**config.mk**
```make
export PLATFORM = sky130hd
export DESIGN_NAME = node_sweeper_flat
export DESIGN_NICKNAME = d
export VERILOG_FILES = /design/src/rtl/node_sweeper_pkg.sv /design/src/rtl/node_sweeper_if.sv /design/src/rtl/node_sweeper_misr.sv /design/src/rtl/node_sweeper.sv /design/src/flat_wrapper.sv
export SDC_FILE = /design/constraint.sdc
export NUM_CORES = 1
export LEC_CHECK = 0
export ABC_AREA = 1
export BUFFER_PORTS_ARGS = -buffer_cell sky130_fd_sc_hd__clkbuf_2
export CORE_ASPECT_RATIO = 0.75
export CORE_MARGIN = 2
export CORE_UTILIZATION = 35
export CTS_CLUSTER_DIAMETER = 40
export CTS_CLUSTER_SIZE = 12
export DETAILED_ROUTE_END_ITERATION = 10
export PLACE_DENSITY = 0.64
export SLEW_MARGIN = 20
export SYNTH_ARGS = -nofsm -noshare
export SYNTH_HDL_FRONTEND = slang
export SYNTH_SLANG_ARGS = --single-unit
```
**constraint.sdc**
```tcl
create_clock -name clk -period 2 [get_ports clk]
set_input_delay 0.2 -clock clk [delete_from_list [all_inputs] [get_ports clk]]
set_output_delay 0.2 -clock clk [all_outputs]
set_load 0.02 [all_outputs]
```
**src/rtl/node_sweeper_pkg.sv**
```systemverilog
// Shared constants and FSM state encoding for the node sweeper.
package node_sweep_pkg;
    localparam int          VEC_W     = 10;
    localparam int          SIG_W     = 16;
    localparam logic [15:0] MISR_POLY = 16'h1021;

    typedef enum logic [1:0] {
        ST_IDLE   = 2'd0,
        ST_DRIVE  = 2'd1,
        ST_REPORT = 2'd2,
        ST_DONE   = 2'd3
    } state_e;
endpackage

```
**src/rtl/node_sweeper_if.sv**
```systemverilog
// Per-vector result channel from the sweeper to its consumer.
interface node_sweeper_if;
    import node_sweep_pkg::*;

    // valid/ready: a result transfers on a rising edge where res_valid and
    // res_ready are both high; while res_valid is high and res_ready is low,
    // res_vec and res_bit hold their values and res_valid stays high.
    logic             res_valid;
    logic             res_ready;
    logic [VEC_W-1:0] res_vec;
    logic             res_bit;

    modport master (output res_valid, res_vec, res_bit, input res_ready);
    modport slave  (input res_valid, res_vec, res_bit, output res_ready);
endinterface

```
**src/rtl/node_sweeper_misr.sv**
```systemverilog
// Serial-input MISR accumulating one captured bit per enabled cycle.
module node_sweep_misr
    import node_sweep_pkg::*;
#(
    parameter int WIDTH = SIG_W
) (
    input  logic             clk,
    input  logic             rst_n,
    input  logic             clr,
    input  logic             en,
    input  logic             cap_bit,
    output logic [WIDTH-1:0] sig
);
    localparam logic [WIDTH-1:0] POLY = WIDTH'(MISR_POLY);

    always_ff @(posedge clk) begin
        if (!rst_n) begin
            sig <= '0;
        end else if (clr) begin
            sig <= '0;
        end else if (en) begin
            sig <= ({sig[WIDTH-2:0], 1'b0} ^ (sig[WIDTH-1] ? POLY : '0))
                   ^ {{(WIDTH-1){1'b0}}, cap_bit};
        end
    end
endmodule

```
**src/rtl/node_sweeper.sv**
```systemverilog
// Exhaustive 10-bit stimulus sweep of a node, capturing its output per vector.
module node_sweeper
    import node_sweep_pkg::*;
#(
    parameter int HOLD_CYCLES = 4,
    parameter int VEC_W       = node_sweep_pkg::VEC_W,
    parameter int SIG_W       = node_sweep_pkg::SIG_W
) (
    input  logic               clk,
    input  logic               rst_n,
    input  logic               start,
    input  logic               node_out,
    output logic [1:0]         drv_in,
    output logic [1:0]         drv_in1,
    output logic [1:0]         drv_in2,
    output logic [1:0]         drv_in3,
    output logic [1:0]         drv_in4,
    node_sweeper_if.master     res,
    output logic [VEC_W:0]     ones_cnt,
    output logic [SIG_W-1:0]   signature,
    output logic               busy,
    output logic               done,
    output logic [1:0]         state_dbg
);
    localparam logic [1:0] S_IDLE   = ST_IDLE;
    localparam logic [1:0] S_DRIVE  = ST_DRIVE;
    localparam logic [1:0] S_REPORT = ST_REPORT;
    localparam logic [1:0] S_DONE   = ST_DONE;

    localparam logic [7:0]       HOLD_LAST = 8'(HOLD_CYCLES - 1);
    localparam logic [VEC_W-1:0] LAST_VEC  = '1;

    logic [1:0]       state;
    logic [VEC_W-1:0] idx;
    logic [7:0]       hold;
    logic             start_ok;
    logic             cap_en;
    logic             drv_active;

    assign start_ok   = start && (state == S_IDLE || state == S_DONE);
    assign cap_en     = (state == S_DRIVE) && (hold == HOLD_LAST);
    assign drv_active = (state == S_DRIVE) || (state == S_REPORT);
    assign state_dbg  = state;

    // Stimulus is only presented while a vector is in flight.
    assign drv_in  = drv_active ? idx[9:8] : 2'b00;
    assign drv_in1 = drv_active ? idx[7:6] : 2'b00;
    assign drv_in2 = drv_active ? idx[5:4] : 2'b00;
    assign drv_in3 = drv_active ? idx[3:2] : 2'b00;
    assign drv_in4 = drv_active ? idx[1:0] : 2'b00;

    always_ff @(posedge clk) begin
        if (!rst_n) begin
            state         <= S_IDLE;
            idx           <= '0;
            hold          <= '0;
            ones_cnt      <= '0;
            busy          <= 1'b0;
            done          <= 1'b0;
            res.res_valid <= 1'b0;
            res.res_vec   <= '0;
            res.res_bit   <= 1'b0;
        end else begin
            case (state)
                S_IDLE, S_DONE: begin
                    if (start) begin
                        state    <= S_DRIVE;
                        idx      <= '0;
                        hold     <= '0;
                        ones_cnt <= '0;
                        busy     <= 1'b1;
                        done     <= 1'b0;
                    end
                end
                S_DRIVE: begin
                    if (hold == HOLD_LAST) begin
                        res.res_bit   <= node_out;
                        res.res_vec   <= idx;
                        res.res_valid <= 1'b1;
                        ones_cnt      <= ones_cnt + {{VEC_W{1'b0}}, node_out};
                        state         <= S_REPORT;
                    end else begin
                        hold <= hold + 8'd1;
                    end
                end
                S_REPORT: begin
                    if (res.res_ready) begin
                        res.res_valid <= 1'b0;
                        if (idx == LAST_VEC) begin
                            busy  <= 1'b0;
                            done  <= 1'b1;
                            state <= S_DONE;
                        end else begin
                            idx   <= idx + 1'b1;
                            hold  <= '0;
                            state <= S_DRIVE;
                        end
                    end
                end
                default: state <= S_IDLE;
            endcase
        end
    end

    node_sweep_misr #(.WIDTH(SIG_W)) u_misr (
        .clk     (clk),
        .rst_n   (rst_n),
        .clr     (start_ok),
        .en      (cap_en),
        .cap_bit (node_out),
        .sig     (signature)
    );
endmodule

```
**src/flat_wrapper.sv**
```systemverilog
// flat-port wrapper written by rule: the top's interface ports become plain ports
module node_sweeper_flat import node_sweep_pkg::*;
#(
    parameter int HOLD_CYCLES = 4,
    parameter int VEC_W       = node_sweep_pkg::VEC_W,
    parameter int SIG_W       = node_sweep_pkg::SIG_W
)
  (clk, rst_n, start, node_out, drv_in, drv_in1, drv_in2, drv_in3, drv_in4, ones_cnt, signature, busy, done, state_dbg, res_res_valid, res_res_vec, res_res_bit, res_res_ready);
  node_sweeper_if res_i ();
  input  logic clk;
  input  logic rst_n;
  input  logic start;
  input  logic node_out;
  output logic [1:0] drv_in;
  output logic [1:0] drv_in1;
  output logic [1:0] drv_in2;
  output logic [1:0] drv_in3;
  output logic [1:0] drv_in4;
  output logic [VEC_W:0] ones_cnt;
  output logic [SIG_W-1:0] signature;
  output logic busy;
  output logic done;
  output logic [1:0] state_dbg;
  output wire logic [$bits(res_i.res_valid)-1:0] res_res_valid;
  output wire logic [$bits(res_i.res_vec)-1:0] res_res_vec;
  output wire logic [$bits(res_i.res_bit)-1:0] res_res_bit;
  input wire logic [$bits(res_i.res_ready)-1:0] res_res_ready;
  assign res_res_valid = res_i.res_valid;
  assign res_res_vec = res_i.res_vec;
  assign res_res_bit = res_i.res_bit;
  assign res_i.res_ready = res_res_ready;
  node_sweeper #(.HOLD_CYCLES(HOLD_CYCLES), .VEC_W(VEC_W), .SIG_W(SIG_W)) u_core (.clk(clk), .rst_n(rst_n), .start(start), .node_out(node_out), .drv_in(drv_in), .drv_in1(drv_in1), .drv_in2(drv_in2), .drv_in3(drv_in3), .drv_in4(drv_in4), .res(res_i), .ones_cnt(ones_cnt), .signature(signature), .busy(busy), .done(done), .state_dbg(state_dbg));
endmodule
```
==> results_dict.tcl <==
set metrics [dict create \
    timing.clock.skew_ps 6.36 \
    drive_gt1_share_pct 20.3 \
    synth.net_count 465 \
    tritoncts "yes" \
    drc_errors 0 \
    syn-instance-count 453 \
    num_vias 3065 \
    min-delay-path-class "in -> reg" \
    finalWirelength_um 7920 \
    fillCellCount 889 \
    floorplan.core_area_mm2 0.00860 \
    wl_per_cell_um 12.8 \
    grt_antenna_before_repair 0 \
    globalRoute.totalOverflow 0 \
    detailedRoute.firstPassIterationCount 4 \
    max-cap-violations 0 \
    dp_slack_ps 118 \
    clk_root_buffer_cell "sky130_fd_sc_hd__clkbuf_16" \
    crit_required_ps 1800 \
    timing.critical_path.to_type "output pin" \
    achievable-frequency_mhz 541 \
    leak_pwr_nw 1.67 \
    synthesis.area_mm2 0.00316 \
    fin_crit_sh_pct 92.4 \
    total_net_switching_power_w 0.00160 \
    cellPowerDensity_mw_per_mm2 1170 \
    finalInstanceArea_mm2 0.00382 \
    pwr-share-comb_pct 31.4 \
    port-buffer-count 57 \
    total_power_w 0.00446 \
    postRouteAntennaNets 0 \
    synth.distinct_cells 34 \
    insertedDiodeCount 0 \
    cellInternalPower_w 0.00286 \
    fp_rows 29 \
    cts_hold_buf 0 \
    cts.htree.levels 3 \
    worstSkewPairLatency_ps 330 \
    final_period_minus_worst_setup_slack_ps 1850 \
    worstPathMaxFanout 13 \
    final-max-slew-violation-count 0 \
    avgViaCountPerCell 4.94 \
    clkPwrFrac_pct 37.3 \
    dpl-instance-area_mm2 0.00349 \
    grt_setup_unrepaired "no" \
    seq_area_frac_synth_pct 38.6 \
    startpoint_type "flop" \
    path_class "reg -> out" \
    holdWs_ps 265 \
    resized_gates_after_cts 0 \
    vdd.ir_drop.worst_v 0.000569 \
    cts.clk_slew.worst_paths_ps 50 \
    design.final.nets 520 \
    worst-endpoint-arrival_ps 1650 \
    cts_inserted_buffers 9 \
    chipWidth_um 114 \
    power_frac_seq_pct 31.4 \
    drtIter0Drc 195 \
    finalWeightedCongestion 0.798 \
    die_height_um 86.3 \
    boundaryPins 58 \
    run_status "finished clean" \
    initial_core_util_pct 36.8 \
    place.detailed.hpwl_um 5510 \
    clock-sinks 61 \
    die_area_mm2 0.00981 \
    finalHoldViolations 0 \
    globalRouteTotalUtil_pct 16.9 \
    yosys_warnings 0 \
    post_cts_buffers 0 \
    totalNegativeSetupSlack_ps 0 \
    slew_hr_pct 72.2 \
    area_delta_synth_final_pct 20.7 \
    setup_violations 0 \
    worstMarginPinSlew_ps 413 \
    power_switching_share_pct 35.8 \
    avg_cell_area_syn_um2 6.98 \
    largest_net_degree_at_the_start_of_global_routing 38 \
    grt_pass1_vias 2866 \
    grt_pass1_wl_um 13400 \
    yosys_register_bits 61 \
    final.setup.worst_slack_ps 151 \
    clockBufferDepth 2 \
]
## cells by family after synthesis
logic type                 after synthesis  synth area share, %
and+or+nand+nor                        220                 32.0
AOI/OAI and AO/OA                       88                 14.6
buffers and inverters                   74                 11.1
DFF                                     61                 38.6
adders and majority gates                7                 2.77
xor gates and xnor gates                 3                0.832
## state kept, by name, indices dropped and copies added, names as in the netlist, 2 cells and up
signal / cells
u_core.res.res_vec: 10
u_core.u_misr.sig: 16
u_core.idx: 10
u_core.ones_cnt: 11
u_core.state_dbg: 2
u_core.hold: 8
## path summary, 6_finish.rpt
kind,depth (start not counted),startpoint,slack (ps),endpoint
worst max-delay path,5,u_core.state_dbg[0]$_SDFFE_PN0P_,150,drv_in4[1]
worst min-delay path,3,node_out,270,u_core.res.res_bit$_SDFFE_PN0P_
worst max register to register,10,u_core.state_dbg[0]$_SDFFE_PN0P_,190,u_core.idx[8]$_SDFFE_PN0P_
worst min register to register,2,u_core.u_misr.sig[12]$_SDFFE_PP0P_,470,u_core.u_misr.sig[12]$_SDFFE_PP0P_
## cell usage after synthesis (all sizes together)
master,number,share of area (%)
a21oi,48,8.0
o21ai,34,5.4
clkbuf,4,0.51
a31oi,3,0.59
nand2,94,12
ha,7,2.8
o21bai,1,0.24
and2,1,0.20
nand3,24,4.9
nor2,75,9.5
nor3b,1,0.24
nand4,18,4.0
inv,55,6.8
nor3,5,0.79
xor2,3,0.83
or2,2,0.48
o211ai,2,0.47
buf,15,3.8
dfxtp,61,39
## through the flow
step                utilization [%]  std cells
floorplan                         -        453
global placement               40.6        605
detailed placement             40.6        605
CTS                            44.2        620
global route                   44.4        620
finish                         44.4        620
## layer usage
metal  GRT usage (%)  vias to the layer above  routed length (um)
met3            5.66                        4                 595
met2            24.8                       91                3300
li1                -                     1580                   -
met5               0                        -                   0
met4            4.77                        0                  36
met1            23.6                     1390                3990
## cell type report
cell class                 instances  area [um2]  share of cell area (%)
timing repair buffer              63         330                    8.66
inverter                          55         216                    5.67
tap                              108         135                    3.54
sequential                        61        1220                    32.0
clock buffer                      11         243                    6.36
clock inverter                     4        72.6                    1.90
multi-input combinational        318        1600                    41.9
## layout by cell type, fill, tap and decap left out, drive strengths merged
cell / n
a21oi: 48
o21ai: 34
or2: 2
nand3: 24
inv: 55
clkinvlp: 1
clkinv: 1
dfxtp: 61
a31oi: 3
nor3b: 1
nand2: 94
o211ai: 2
and2: 1
bufinv: 2
clkbuf: 68
nand4: 18
xor2: 3
buf: 6
ha: 7
nor3: 5
nor2: 75
o21bai: 1
## power by group through the flow
stage          combinational (W)  sequential, W  clock, W
5_1_grt                  0.00157        0.00141   0.00174
3_3_place_gp             0.00135        0.00142         0
6_report                 0.00140        0.00140   0.00166
3_5_place_dp             0.00138        0.00142         0
2_1_floorplan            0.00105        0.00146         0
4_1_cts                  0.00139        0.00140   0.00169
## worst max-delay path, cell delays in order, from the launching register on
cell and delay, ps:
sky130_fd_sc_hd__dfxtp_1 390, sky130_fd_sc_hd__inv_1 80, sky130_fd_sc_hd__ha_1 320, sky130_fd_sc_hd__buf_4 200, sky130_fd_sc_hd__nor2_1 140, sky130_fd_sc_hd__clkbuf_2 180
Note: power is estimated with default switching activity, not from simulation.
